`src/rtl/board_state_ctrl.sv`:
```
// Tic-tac-toe engine: keypad moves into a nine-cell board, turn order, win/draw detection and scores.
// Optional WIN_BLINK_EN: the winning line blinks while the game is over.
module board_state_ctrl #(
  parameter logic [3:0] RESTART_CODE = 4'hF,
  parameter int         BLINK_TICKS  = 25_000_000,
  parameter logic [3:0] SCORE_MAX    = 4'd9
) (
  input  logic       clock,
  input  logic       reset,
  input  logic       key_valid,
  input  logic [3:0] key_code,
  output logic [1:0] a1,
  output logic [1:0] a2,
  output logic [1:0] a3,
  output logic [1:0] a4,
  output logic [1:0] a5,
  output logic [1:0] a6,
  output logic [1:0] a7,
  output logic [1:0] a8,
  output logic [1:0] a9,
  output logic       turn,
  output logic       game_over,
  output logic [1:0] winner,
  output logic [3:0] score_x,
  output logic [3:0] score_o,
  output logic       illegal_move
);

  typedef enum logic [1:0] {PLAY, CHECK, OVER} state_t;

  // Bit k of each mask is cell k+1: three rows, three columns, two diagonals.
  localparam logic [8:0] LINE_SET [8] = '{9'h007, 9'h038, 9'h1C0,
                                          9'h049, 9'h092, 9'h124,
                                          9'h111, 9'h054};

  state_t          state;
  logic [8:0][1:0] board;
  logic [8:0][1:0] disp;
  logic [3:0]      move_count;
  logic            starter;
  logic [1:0]      mover_sym;
  logic [8:0]      win_mask;
  logic            key_is_cell;
  logic            key_restart;
  logic [3:0]      cell_idx;
  logic            cell_empty;

  function automatic logic [8:0] line_mask(input logic [8:0][1:0] b, input logic [1:0] sym);
    logic [8:0] occ;
    logic [8:0] m;
    m = '0;
    for (int k = 0; k < 9; k++) occ[k] = (b[k] == sym);
    for (int l = 0; l < 8; l++)
      if ((LINE_SET[l] & occ) == LINE_SET[l]) m = m | LINE_SET[l];
    return m;
  endfunction

  function automatic logic [3:0] sat_inc(input logic [3:0] s);
    return (s >= SCORE_MAX) ? s : s + 4'd1;
  endfunction

  assign mover_sym   = turn ? 2'b10 : 2'b01;
  assign win_mask    = line_mask(board, mover_sym);
  assign key_restart = (key_code == RESTART_CODE);
  assign key_is_cell = (key_code >= 4'd1) && (key_code <= 4'd9);
  assign cell_idx    = key_code - 4'd1;
  assign cell_empty  = key_is_cell && (board[cell_idx] == 2'b00);

  always_ff @(posedge clock or negedge reset) begin
    if (!reset) begin
      state        <= PLAY;
      board        <= '0;
      move_count   <= '0;
      starter      <= 1'b0;
      turn         <= 1'b0;
      game_over    <= 1'b0;
      winner       <= 2'b00;
      score_x      <= '0;
      score_o      <= '0;
      illegal_move <= 1'b0;
    end else begin
      illegal_move <= 1'b0;
      case (state)
        PLAY: if (key_valid) begin
          if (key_restart) begin
            board      <= '0;
            move_count <= '0;
            winner     <= 2'b00;
            game_over  <= 1'b0;
            turn       <= starter;
          end else if (cell_empty) begin
            board[cell_idx] <= mover_sym;
            move_count      <= move_count + 4'd1;
            state           <= CHECK;
          end else begin
            illegal_move <= 1'b1;
          end
        end
        // Keys arriving in this single cycle are dropped on purpose.
        CHECK: begin
          if (|win_mask) begin
            state     <= OVER;
            game_over <= 1'b1;
            winner    <= mover_sym;
            if (turn) score_o <= sat_inc(score_o);
            else      score_x <= sat_inc(score_x);
          end else if (move_count == 4'd9) begin
            state     <= OVER;
            game_over <= 1'b1;
            winner    <= 2'b00;
          end else begin
            turn  <= ~turn;
            state <= PLAY;
          end
        end
        OVER: if (key_valid) begin
          if (key_restart) begin
            board      <= '0;
            move_count <= '0;
            winner     <= 2'b00;
            game_over  <= 1'b0;
            starter    <= ~starter;
            turn       <= ~starter;
            state      <= PLAY;
          end else begin
            illegal_move <= 1'b1;
          end
        end
        default: state <= PLAY;
      endcase
    end
  end

`ifdef WIN_BLINK_EN
  localparam int CNT_W = (BLINK_TICKS > 1) ? $clog2(BLINK_TICKS) : 1;

  logic [CNT_W-1:0] blink_cnt;
  logic             blink_off;
  logic [8:0]       blink_mask;

  // Mask is latched from the CHECK cycle so both lines of a double win blink.
  always_ff @(posedge clock or negedge reset) begin
    if (!reset) begin
      blink_cnt  <= '0;
      blink_off  <= 1'b0;
      blink_mask <= '0;
    end else if (state == CHECK) begin
      blink_cnt  <= '0;
      blink_off  <= 1'b0;
      blink_mask <= win_mask;
    end else if (state == OVER) begin
      if (key_valid && key_restart) begin
        blink_cnt  <= '0;
        blink_off  <= 1'b0;
        blink_mask <= '0;
      end else if (blink_cnt == CNT_W'(BLINK_TICKS - 1)) begin
        blink_cnt <= '0;
        blink_off <= ~blink_off;
      end else begin
        blink_cnt <= blink_cnt + 1'b1;
      end
    end
  end

  always_comb begin
    for (int k = 0; k < 9; k++)
      disp[k] = (blink_off && blink_mask[k]) ? 2'b00 : board[k];
  end
`else
  assign disp = board;
`endif

  assign a1 = disp[0];
  assign a2 = disp[1];
  assign a3 = disp[2];
  assign a4 = disp[3];
  assign a5 = disp[4];
  assign a6 = disp[5];
  assign a7 = disp[6];
  assign a8 = disp[7];
  assign a9 = disp[8];

endmodule

```
`config.mk`:
```
export PLATFORM = sky130hd
export DESIGN_NAME = board_state_ctrl
export DESIGN_NICKNAME = d
export VERILOG_FILES = /design/src/rtl/board_state_ctrl.sv
export SDC_FILE = /design/constraint.sdc
export NUM_CORES = 1
export LEC_CHECK = 0
export ABC_AREA = 1
export BUFFER_PORTS_ARGS = -buffer_cell sky130_fd_sc_hd__buf_4
export CAP_MARGIN = 20
export CORE_ASPECT_RATIO = 1.25
export CORE_MARGIN = 3
export CORE_UTILIZATION = 50
export DETAILED_ROUTE_END_ITERATION = 6
export HOLD_SLACK_MARGIN = 0.05
export PLACE_DENSITY = 0.77
export SLEW_MARGIN = 20
export SYNTH_ARGS = -nofsm -noshare
export SYNTH_HDL_FRONTEND = slang
export SYNTH_SLANG_ARGS = --single-unit
export TNS_END_PERCENT = 50
```
`constraint.sdc`:
```
create_clock -name clock -period 2.3 [get_ports clock]
set_input_delay 0 -clock clock [delete_from_list [all_inputs] [get_ports clock]]
set_output_delay 0 -clock clock [all_outputs]
set_load 0.02 [all_outputs]
```
; ---- Word level (Yosys, flattened, before mapping)
; Index checks and enable logic that the tools add are counted.
[word_totals]
regBits = 38
output_inout_bits = 31
word_cells = 137
[classes]
addsub = 4
order_cmp = 6
eq_ne = 33
n_mux = 55
bitwise = 4
n_reduce_logical = 17
[ops]
columns = operator, n
row1 = $mux W18, 5
row2 = $pmux W18 S2, 1
row3 = $mux W9, 3
row4 = $eq A3 B3 Y1 const B, 8
row5 = $mux W2, 12
row6 = $mux W4, 5
row7 = $bwmux W18, 1
row8 = $eq A2 B2 Y1, 9
row9 = $ne A2 B2 Y1 const B, 8
row10 = $mux W1, 15
row11 = $mux W7, 2
row12 = $add A4 B1 Y4 const B, 3
row13 = $reduce_and A4 Y1, 3
row14 = $reduce_and A5 Y1, 2
row15 = $reduce_or A9 Y1, 1
row16 = $bmux W2 S4, 1
row17 = $demux W2 S4, 1
row18 = $eq A4 B4 Y1 const B, 2
row19 = $ge A4 B1 Y1 const B, 2
row20 = $ge A4 B4 Y1 const B, 2
row21 = $mux W8, 1
row22 = $pmux W4 S2, 1
row23 = $reduce_and A7 Y1, 1
row24 = $mux W6, 1
row25 = 19 further kinds, 29

; ---- Depth between registers and ports, before layout
; Gate-level depths: netlist of run 1.
[logic_depth]
ltp_word = 14
depth_mapped = 15

; ---- Worst setup path after synthesis of run 1
; No wires, ideal clock.
[synth_timing]
kind = reg-to-reg
from = register turn
to = register score_o[0]
setup_time_ns = 0.126
arrival_time_ns = 1.590
required_time_ns = 2.174
setup_slack_ns = 0.585
path_stages_with_launch = 14
synth_period_minus_slack_ns = 1.715
path_cell_list = dfrtp_1 -> inv_2 -> buf_6 -> nand2_1 -> nand2_1 -> nor2_1 -> nand2_1 -> nand2_1 -> nand2_1 -> nand2_1 -> inv_2 -> nand2_2 -> nand3_2 -> xor2_1
[synth_between]
elab_chain_len = 13
[synth_lines]
columns = item, line
row1 = start: declaration, 21  ; output logic turn,
row2 = start signal: assignment, 90  ; turn <= starter;
row3 = start signal: assignment, 112  ; turn <= ~turn;
row4 = start signal: assignment, 123  ; turn <= ~starter;
row5 = $mux W2, 62  ; assign mover_sym = turn ? 2'b10 : 2'b01;
row6 = $eq A2 B2 Y1, 52  ; for (int k = 0; k < 9; k++) occ[k] = (b[k] == sym);
row7 = $eq A3 B3 Y1, 54  ; if ((LINE_SET[l] & occ) == LINE_SET[l]) m = m | LINE_SET[l];
row8 = $mux W3, 54
row9 = $mux W6, 54
row10 = $mux W9, 54
row11 = $mux W7, 54
row12 = $mux W8, 54
row13 = $mux W9 (2 in a row), 54
row14 = $mux W7, 54
row15 = $reduce_or A9 Y1, 101  ; if (|win_mask) begin
row16 = $reduce_and A4 Y1 (no line) *, n/a
row17 = end signal: assignment, 105  ; if (turn) score_o <= sat_inc(score_o);
row18 = end: declaration, 25  ; output logic [3:0] score_o,
; Every way passes the cells marked *; elsewhere a longest branch is shown, timed or not.
; A chain may end at the register's enable or synchronous reset.

; ---- Worst setup path after layout of run 1
[layout_timing]
from = register board, in the netlist a5[1]
to = register move_count[0]
[layout_between]
elab_chain_len = 6
[layout_lines]
columns = item, line
row1 = start: declaration, 37  ; logic [8:0][1:0] board;
row2 = start signal: indexed assignment, 92  ; board[cell_idx] <= mover_sym;
row3 = $bmux W2 S4, 67  ; assign cell_empty = key_is_cell && (board[cell_idx] == 2'b00);
row4 = $mux W2 (implied by the code), 67
row5 = $logic_not A2 Y1, 67
row6 = $logic_and A1 B1 Y1, 67
row7 = $ne A3 B3 Y1 (no line), n/a
row8 = $reduce_and A5 Y1 (no line), n/a
row9 = end signal: assignment, 93  ; move_count <= move_count + 4'd1;
row10 = end: declaration, 39  ; logic [3:0] move_count;
; No other way between the ends. The select of a mux whose other input is x is not followed.

==> results of run 1 <==
## how the worst max path moves through the flow
stage,from,end,slack [ps],depth (start not counted)
detailed placement,key_code[0],move_count[2]$_DFFE_PN0P_,330,12
floorplan,turn$_DFFE_PN0P_,score_o[0]$_DFFE_PN0P_,580,13
finish,a5[1]$_DFFE_PN0P_,move_count[0]$_DFFE_PN0P_,410,12
global route,a8[1]$_DFFE_PN0P_,move_count[0]$_DFFE_PN0P_,150,12
global placement,key_code[0],move_count[3]$_DFFE_PN0P_,430,12
CTS,a5[1]$_DFFE_PN0P_,move_count[0]$_DFFE_PN0P_,410,12
## kinds of logic after synthesis
kind of cell / after synthesis / synth area share, %
simple gates: 238 / 39.37
buf+inv: 57 / 9.057
fa+ha+maj: 17 / 7.977
mux: 1 / 0.4223
flops: 38 / 35.66
xor+xnor: 6 / 2.253
compound gates: 25 / 5.256
## flip-flops by register name, summed over array words and instances (netlist names)
| register | cells |
|---|---|
| a3 | 2 |
| turn | 1 |
| starter | 1 |
| a2 | 2 |
| a1 | 2 |
| a9 | 2 |
| illegal_move | 1 |
| a8 | 2 |
| score_o | 4 |
| winner | 2 |
| a6 | 2 |
| a5 | 2 |
| game_over | 1 |
| state | 2 |
| score_x | 4 |
| move_count | 4 |
| a4 | 2 |
| a7 | 2 |
## power by group
part	total (mW)	leakage, nW	switching, mW	internal [mW]
Clock	0.575	0.0504	0.252	0.323
Sequential	1.13	0.506	0.233	0.899
Combinational	2.17	1.19	1.41	0.765
## per-stage QoR
step | setup WS [ps] | hold slack, ps | area (um^2)
global placement | 431.5 | -5.347 | 2990
global route | 148.1 | 244.8 | 3124
floorplan | 584.7 | -295.6 | 2666
finish | 412.6 | 204.4 | 3124
detailed placement | 325.5 | -1.696 | 2990
CTS | 409.5 | 220.5 | 3124
## cell type report
type                       count  area share, %
clock inverter                 3          1.442
tap                           62          2.483
multi-input combinational    287          47.18
timing repair buffer          42          10.25
inverter                      50          6.007
clock buffer                   5          2.203
sequential                    38          30.44
## per-layer routing
metal  vias to the layer above  wire length, um  track usage (%)
li1                       1303                -                -
met1                      1138             2744            28.52
met2                        59             3009            35.87
met3                        12              281            3.789
met4                         0              117            7.863
met5                         -                0                0
## cells in the final DEF (no fill, tap or decap), types with 2 or more instances in the layout
| cell type | count |
|---|---|
| o21ai_0 | 4 |
| xnor2_1 | 2 |
| xor2_1 | 3 |
| nand2_1 | 152 |
| nand2_2 | 4 |
| a21oi_1 | 5 |
| o21ai_1 | 11 |
| clkbuf_8 | 5 |
| ha_1 | 17 |
| nor3_1 | 3 |
| o21bai_1 | 2 |
| buf_4 | 40 |
| inv_1 | 44 |
| dlygate4sd3_1 | 2 |
| or2_2 | 4 |
| nand4_1 | 20 |
| nor2_4 | 3 |
| dfrtp_1 | 38 |
| inv_2 | 5 |
| clkinvlp_4 | 2 |
| nor2_1 | 14 |
| nand3_1 | 36 |
==> metrics.txt, run 1 <==
status=complete, no violations; CTS root buf=clkbuf_8; Yosys top cell area share=between 30% and 40%; HPWL Detailed=between 4000 and 5000 um; R2R Path Start=a5[1]$_DFFE_PN0P_; Critical Path RT=approximately 2500 ps; slowest stage cell, crit path=dfrtp_1; CP Data Arrival Time=slightly above 2000 ps; Top FF cell, synth=dfrtp_1; Final GP Congestion=a little under 0.9; most frequent CP cell=nand2_1; Layout Cells excl Fill=about 500; CP peak stage delay=around 420 ps; via count of the routed design=between 2000 and 3000; input/output buffers=37; H-tree depth=2; clk_lat worst skew=about 300 ps; largest delay contributor family on the critical path=simple AND/OR/NAND/NOR gates; FF-to-FF End=move_count[0]$_DFFE_PN0P_; first-pass GRT wire length=~11000 um; DRT iter0 DRCs=162; synthesis-stage register bit count=38; die width=slightly above 70 um; row count=29; post-CTS sizing=0; Max VDD drop=652.0 uV; proportion of layout cells with a drive suffix above 1=between 10% and 20%; Tightest Pin Transition=between 600 and 700 ps; Diodes inserted=0; vias in the first global route=2411; post-detailed-route wirelength per cell=between 10 and 15 um; Cells after Synth=between 300 and 400; CP Max Fanout=29; Mapped Nets=approximately 400; Crit path buffers/inverters=1; fin util=61.07%; final slew viol count=0; DRC errors left=0; setup_tns=0 ps; Max Cap Viol=0; worst hold path class=in2async; syn avg cell area=roughly 7 um^2; Fmax=between 0.5 and 0.6 GHz; YS warnings=0; setup slack, reg-to-reg=410 ps; Pre-Repair DR Iteration Count=4; clock-pin slew on the worst setup and hold paths=roughly 80 ps; post-synthesis cell area=0.002666 mm^2; RSZ-0062 raised after global routing=no; Leakage=about 1.7 nW; top cells by area, synth=dfrtp_1 36%, nand2_1 21%, ha_1 8.0%; Reg2Reg Depth=12; CP startpoint kind=register; Yosys cell types=28; crit path time final=around 1900 ps; final period utilization=between 80 and 90%; pwr dens=around 1200 mW/mm^2; fin nets=~450; Post-CTS Repair Setup Buffers=0; Hold Fails Final Rpt=0; Yosys top cell by area=dfrtp_1; part of the Yosys area used for sequential elements=about 36%; post-synthesis async set-or-reset flop share=between 90% and 100%; drt total wl=6153 um; cts hold-fix bufs=2; most frequent cell after synthesis=nand2_1; Register Area=950.9 um^2; TritonCTS clock tree=built; Power, Total=3.880 mW; Layout fillers=about 480; list of most frequent post-synthesis cells=152 x nand2_1, 44 x inv_1, 38 x dfrtp_1, 36 x nand3_1, 20 x nand4_1; GR Util All Layers=a little over a fifth; vias per cell=a little over 5; largest net degree at the start of global routing=39; CP endpoint kind=register; Area growth syn-to-layout=17.18%; clock skew=between 6 and 7 ps; multi-input logic area=0.001474 mm^2; deepest clock path buffer count=2; post-route ant nets=0; Starting Density=52.12%; CTS Buf Count=5; CTS Sinks=38; final setup fails=0; crit path cell chain=inv_1 > nand3_1 > nand2_1 > nand2_1 > nand3_1 > nand2_1 > nand3_1 > nand2_1 > nand2_2 > nand2_2 > nand2_1 > o21ai_1; initial antenna violation count=0; Die Ht=about 90 um; Die ar.=about 0.0063 mm^2; Post-synth EDFFs=0; core area=about 0.005 mm^2; headroom to the max-slew limit=a little under three fifths; placed insts=477; I/O pin count=38; Remaining Overflow, GRT=0; critical path type=reg2reg
No activity file was read; power rests on OpenSTA's default activity.
==> inputs of run 2 (changes only) <==
--- a/config.mk
+++ b/config.mk
@@ -13,7 +13,7 @@
 export CORE_UTILIZATION = 50
 export DETAILED_ROUTE_END_ITERATION = 6
 export HOLD_SLACK_MARGIN = 0.05
-export PLACE_DENSITY = 0.77
+export PLACE_DENSITY = 0.8
 export SLEW_MARGIN = 20
 export SYNTH_ARGS = -nofsm -noshare
 export SYNTH_HDL_FRONTEND = slang
==> constraint.sdc (replaced) <==
create_clock -name clock -period 1.64 [get_ports clock]
set_input_delay 0 -clock clock [delete_from_list [all_inputs] [get_ports clock]]
set_output_delay 0 -clock clock [all_outputs]
set_load 0.02 [all_outputs]
==> run 2 against run 1 <==
Against the previous run:
- critical path type unchanged
- sequential power up 42%
- flip-flop and latch count unchanged
- the flow now finishes with violations (setup timing)
- design area up 15%
- die area unchanged
- combinational power up 94%
- final cell count up 7.0%
- total power up 71%
- global-route usage up 1.4 points
- highest routed layer unchanged
- first-iteration DRC count up 28%
==> metrics.txt, run 2 (same netlist as run 1, synthesis figures left out) <==
clock-pin slew on the worst setup and hold paths=80 ps (about the same); drt total wl=7640 um (+24%); clock skew=6.931 ps (+0.6651 ps); most common cell after layout, fill and taps aside=nand2_1; Final GP Congestion=0.9331 (+5.3%); fin nets=483 (+7.8%); final slew viol count=0 (unchanged); final period utilization=106.8% (+25 points); Starting Density=52.12% (unchanged); Die Ht=87.65 um (unchanged); I/O pin count=38 (unchanged); Place WS=-99.74 ps (-425.2 ps); H-tree depth=2 (unchanged); Diodes inserted=0 (unchanged); deepest clock path buffer count=2 (unchanged); critical path type=reg2reg; RSZ-0062 raised after global routing=yes; Comb power frac=63.4% (+7.4 points); crit path time final=1751 ps (-136.2 ps); largest net degree at the start of global routing=39 (unchanged); headroom to the max-slew limit=65.47% (+8.5 points); initial antenna violation count=0 (unchanged); CP Data Arrival Time=1940 ps (-130 ps); DRC errors left=0 (unchanged); core area=0.005116 mm^2 (unchanged); input/output buffers=37 (unchanged); vias per cell=5.553 (+7.7%); placed insts=506 (+6.1%); Hold Fails Final Rpt=0 (unchanged); via count of the routed design=2893 (+15%); CTS root buf=clkbuf_8; Area growth syn-to-layout=35.29%; die width=71.32 um (unchanged); TritonCTS clock tree=built; Top Registers=move_count: 4 flops, score_o: 4 flops, score_x: 4 flops; CTS Buf Count=5 (unchanged); proportion of layout cells with a drive suffix above 1=31.15% (+15 points); Max Cap Viol=0 (unchanged); GR Util All Layers=23.13% (+1.4 points); internal power=3.483 mW (+75%); CP startpoint kind=register; Die ar.=0.006250 mm^2 (unchanged); HPWL Detailed=5045 um (+10%); Tightest Pin Transition=517.9 ps (-121.4 ps); sequential share of power=24.1% (-5.1 points); Layout Cells excl Fill=521 (+7.0%); DRT iter0 DRCs=208 (+28%); Power, Total=6.622 mW (+71%); Clock Power Share=12.5% (-2.3 points); first-pass GRT wire length=11640 um (+7.6%); CTS Sinks=38 (unchanged); post-route ant nets=0 (unchanged); Leakage=1.977 nW (+13%); final hold slack=207.5 ps (+3.174 ps); Remaining Overflow, GRT=0 (unchanged); net switching power=3.138 mW (+66%); pwr dens=1836 mW/mm^2 (+48%); post-detailed-route wirelength per cell=14.66 um (+16%); setup_tns=-1995 ps (-1995 ps); worst hold path class=in2async; clk_lat worst skew=300 ps (about the same); Layout fillers=395 (-17%); switching part of the total power=47.39% (-1.4 points); most frequent cells in the layout=136 x nand2_1, 68 x buf_4, 41 x inv_1; final setup fails=35 (+35); CP endpoint kind=register; Fmax=0.5710 GHz (+7.8%); Critical Path RT=1830 ps (-650 ps); row count=29 (unchanged); Pre-Repair DR Iteration Count=7 (+3); setup ws final=-111.2 ps (-523.8 ps); Max VDD drop=858.0 uV (+32%); status=finished, violations left; vias in the first global route=2669 (+11%); failing checks=setup timing; CP Max Fanout=8 (-72%)
[run 2: power by group through the flow]
stage          clock, mW  combinational (mW)  sequential (mW)
3_3_place_gp           0                3.48             1.57
6_report           0.827                4.20             1.60
4_1_cts            0.839                3.77             1.58
3_5_place_dp           0                3.56             1.58
2_1_floorplan          0                1.93             1.84
5_1_grt            0.865                4.58             1.64
[run 2: routing by layer]
metal / track usage [%] / share of wire [%] / routed length [um]
met3: 3.215 / 6.1 / 465
met4: 10.77 / 4.1 / 312
met2: 40.80 / 50 / 3795
met1: 27.70 / 40 / 3067
met5: 0 / 0 / 0
[run 2: cell type report]
| class | instances | area (um^2) | share of cell area (%) |
|---|---|---|---|
| Sequential cell | 38 | 953.4 | 26.43 |
| Clock buffer | 6 | 82.58 | 2.289 |
| Timing Repair Buffer | 77 | 654.4 | 18.14 |
| Tap cell | 62 | 77.57 | 2.151 |
| Multi-Input combinational cell | 287 | 1617 | 44.81 |
| Clock inverter | 1 | 30.03 | 0.8325 |
| Inverter | 50 | 192.7 | 5.342 |
[run 2: path summary, 6_finish.rpt]
path,slack (ps),end,startpoint,cells after the start
min reg2reg,470,game_over$_DFFE_PN0P_,game_over$_DFFE_PN0P_,2
min in group clock,230,a9[0]$_DFFE_PN0P_,key_code[3],6
min,210,a3[0]$_DFFE_PN0P_,reset,2
max,-110,score_o[0]$_DFFE_PN0P_,turn$_DFFE_PN0P_,12
max reg2reg,-110,score_o[0]$_DFFE_PN0P_,turn$_DFFE_PN0P_,12
max in group asynchronous,1030,a6[0]$_DFFE_PN0P_,reset,2
[run 2: repair_timing]
action | CTS | global route
hold buffers | 2 | 0
resized for setup | 25 | 22
pin swaps | 20 | 8
endpoints found under the setup margin | 14 | 37
endpoints found under the hold margin | 39 | 0
gates cloned | 0 | 2
buffers inserted | 2 | 2
[run 2: critical path, stage by stage (launching register included)]
cell     delay (ps)
dfrtp_2         470
buf_6           160
nand2_2          80
nand2_2          60
nor2_4          130
nand2_1          70
nand2_1          80
nand2_1          70
nand2_1          80
inv_2            70
nand2_4          90
nand3_4         110
xor2_1          160
[run 2: per-stage QoR]
step	util, %	cell area [um^2]
after global placement	63.27	3237
after CTS	67.60	3458
after global routing	70.51	3607
after detailed placement	63.27	3237
after floorplan	-	2673
final	70.51	3607
==> inputs of run 3 (changes only) <==
--- a/config.mk
+++ b/config.mk
@@ -7,13 +7,14 @@
 export LEC_CHECK = 0
 export ABC_AREA = 1
 export BUFFER_PORTS_ARGS = -buffer_cell sky130_fd_sc_hd__buf_4
-export CAP_MARGIN = 20
+export CAP_MARGIN = 40
 export CORE_ASPECT_RATIO = 1.25
 export CORE_MARGIN = 3
 export CORE_UTILIZATION = 50
 export DETAILED_ROUTE_END_ITERATION = 6
 export HOLD_SLACK_MARGIN = 0.05
-export PLACE_DENSITY = 0.8
+export PLACE_DENSITY = 0.77
+export SKIP_CTS_REPAIR_TIMING = 1
 export SLEW_MARGIN = 20
 export SYNTH_ARGS = -nofsm -noshare
 export SYNTH_HDL_FRONTEND = slang
==> constraint.sdc (replaced) <==
create_clock -name clock -period 1.95 [get_ports clock]
set_input_delay 0 -clock clock [delete_from_list [all_inputs] [get_ports clock]]
set_output_delay 0 -clock clock [all_outputs]
set_load 0.02 [all_outputs]
==> run 3 against run 2 <==
Against the previous run:
- the run now ends clean
- global-route usage down 0.66 points
- register-to-register slack better by 260 ps
- setup slack better by 260 ps
- flip-flop and latch count unchanged
- via count down 9.0%
- wire length down 15%
- core utilization down 6.9 points
- fmax down 3.0%
- critical path type unchanged
- critical endpoint unchanged
==> metrics.txt, run 3 (same netlist as run 1, synthesis figures left out) <==
status=complete, no violations; Die Ht=87.65 um (unchanged); row count=29 (unchanged); setup slack, reg-to-reg=140 ps (+260 ps); headroom to the max-slew limit=67.23% (+1.8 points); largest net degree at the start of global routing=39 (unchanged); CTS Buf Count=5 (unchanged); CP Data Arrival Time=1990 ps (+50 ps); final setup fails=0 (-100%); Max VDD drop=659.4 uV (-23%); FF-to-FF End=score_o[0]$_DFFE_PN0P_; Max Cap Viol=0 (unchanged); multi-input logic area=0.001498 mm^2 (-7.4%); post-route ant nets=0 (unchanged); critical path type=reg2reg; Top Registers=move_count: 4 flops, score_o: 4 flops, score_x: 4 flops; post-detailed-route wirelength per cell=13.16 um (-10%); switching part of the total power=46.83% (-0.57 points); CTS Sinks=38 (unchanged); first-pass GRT wire length=11360 um (-2.4%); CTS root buf=clkbuf_8; HPWL Detailed=4756 um (-5.7%); sequential share of power=27.5% (+3.4 points); crit path cell chain=inv_2 > a21oi_1 > nor2_1 > nand3_1 > nand2_1 > nor2_4 > nand2_2 > nand3_2 > xor2_1; largest delay contributor family on the critical path=simple AND/OR/NAND/NOR gates; proportion of layout cells with a drive suffix above 1=18.56% (-13 points); Fmax=0.5537 GHz (-3.0%); Reg2Reg Depth=9 (-3); CP startpoint kind=register; I/O pin count=38 (unchanged); TritonCTS clock tree=built; Clock Power Share=17.0% (+4.5 points); setup_tns=0 ps (+1995 ps); H-tree depth=2 (unchanged); Area growth syn-to-layout=21.96%; Hold Fails Final Rpt=0 (unchanged); Pre-Repair DR Iteration Count=5 (-2); input/output buffers=37 (unchanged); Critical Path RT=2130 ps (+300 ps); Layout fillers=457 (+16%); final period utilization=92.61% (-14 points); Comb power frac=55.5% (-7.9 points); crit path time final=1806 ps (+54.76 ps); Remaining Overflow, GRT=0 (unchanged); core area=0.005116 mm^2 (unchanged); Crit path buffers/inverters=1 (-1); DRT iter0 DRCs=149 (-28%); Tightest Pin Transition=491.6 ps (-26.34 ps); clock-pin slew on the worst setup and hold paths=80 ps (about the same); CP endpoint kind=register; clk_lat worst skew=300 ps (about the same); vias in the first global route=2531 (-5.2%); CP Max Fanout=17 (+9); internal power=2.618 mW (-25%); RSZ-0062 raised after global routing=yes; DRC errors left=0 (unchanged); final slew viol count=0 (unchanged); vias per cell=5.339 (-3.9%); pwr dens=1514 mW/mm^2 (-18%); Diodes inserted=0 (unchanged); GR Util All Layers=22.46% (-0.66 points); clock skew=4.579 ps (-2.352 ps); die width=71.32 um (unchanged); Register Area=952.2 um^2 (-0.13%); slowest stage cell, crit path=dfrtp_2; most common cell after layout, fill and taps aside=nand2_1; deepest clock path buffer count=2 (unchanged); CP peak stage delay=450 ps (-20 ps); via count of the routed design=2632 (-9.0%); initial antenna violation count=0 (unchanged); Die ar.=0.006250 mm^2 (unchanged); fin util=63.56% (-6.9 points); Final GP Congestion=0.9679 (+3.7%); net switching power=2.306 mW (-27%); worst hold path class=in2async; most frequent cells in the layout=151 x nand2_1, 44 x inv_1, 44 x buf_4; drt total wl=6489 um (-15%); Leakage=1.808 nW (-8.6%); Starting Density=52.12% (unchanged); fin nets=454 (-6.0%); R2R Path Start=turn$_DFFE_PN0P_
==> run 3: final cells by class <==
type,instances,area share [%]
multi-input cells,287,46.06
flip-flops and latches,38,29.28
repair buffers,48,12.00
inverters,50,5.887
clock buffers,6,2.539
well taps,62,2.386
clock inverters,2,1.847
==> run 3: power groups by stage <==
stage	Combinational [mW]	Clock, mW	Sequential (mW)
floorplan	1.61	0	1.55
global placement	2.56	0	1.36
detailed placement	2.61	0	1.37
CTS	2.64	0.853	1.35
global route	3.08	0.885	1.40
finish	2.73	0.836	1.36
==> run 3: worst max path at each step <==
stage	cells after the start	endpoint	start	slack, ps
2_1_floorplan	13	score_o[0]$_DFFE_PN0P_	turn$_DFFE_PN0P_	230
3_3_place_gp	12	move_count[1]$_DFFE_PN0P_	key_code[0]	-9
3_5_place_dp	12	move_count[0]$_DFFE_PN0P_	key_code[0]	-60
4_1_cts	12	move_count[2]$_DFFE_PN0P_	a7[1]$_DFFE_PN0P_	-20
5_1_grt	13	score_o[0]$_DFFE_PN0P_	turn$_DFFE_PN0P_	-50
6_report	9	score_o[0]$_DFFE_PN0P_	turn$_DFFE_PN0P_	140
==> run 3: layer usage <==
layer / global-route usage (%) / vias up / wire length (um)
met5: 0 / - / 0
met4: 8.547 / 0 / 91
met3: 3.444 / 11 / 353
met2: 38.46 / 77 / 3200
met1: 28.50 / 1232 / 2843
li1: - / 1312 / -
==> run 3: stage by stage <==
step	hold slack (ps)	area, um^2	cells	worst slack [ps]	power (mW)
3_5_place_dp	0.6752	3038	480	-58.82	3.981
3_3_place_gp	-2.680	3038	480	-9.116	3.916
6_report	197.4	3252	493	144.0	4.925
4_1_cts	-316.4	3181	488	-18.07	4.840
2_1_floorplan	-295.6	2666	382	234.7	3.157
5_1_grt	253.2	3252	493	-46.97	5.365
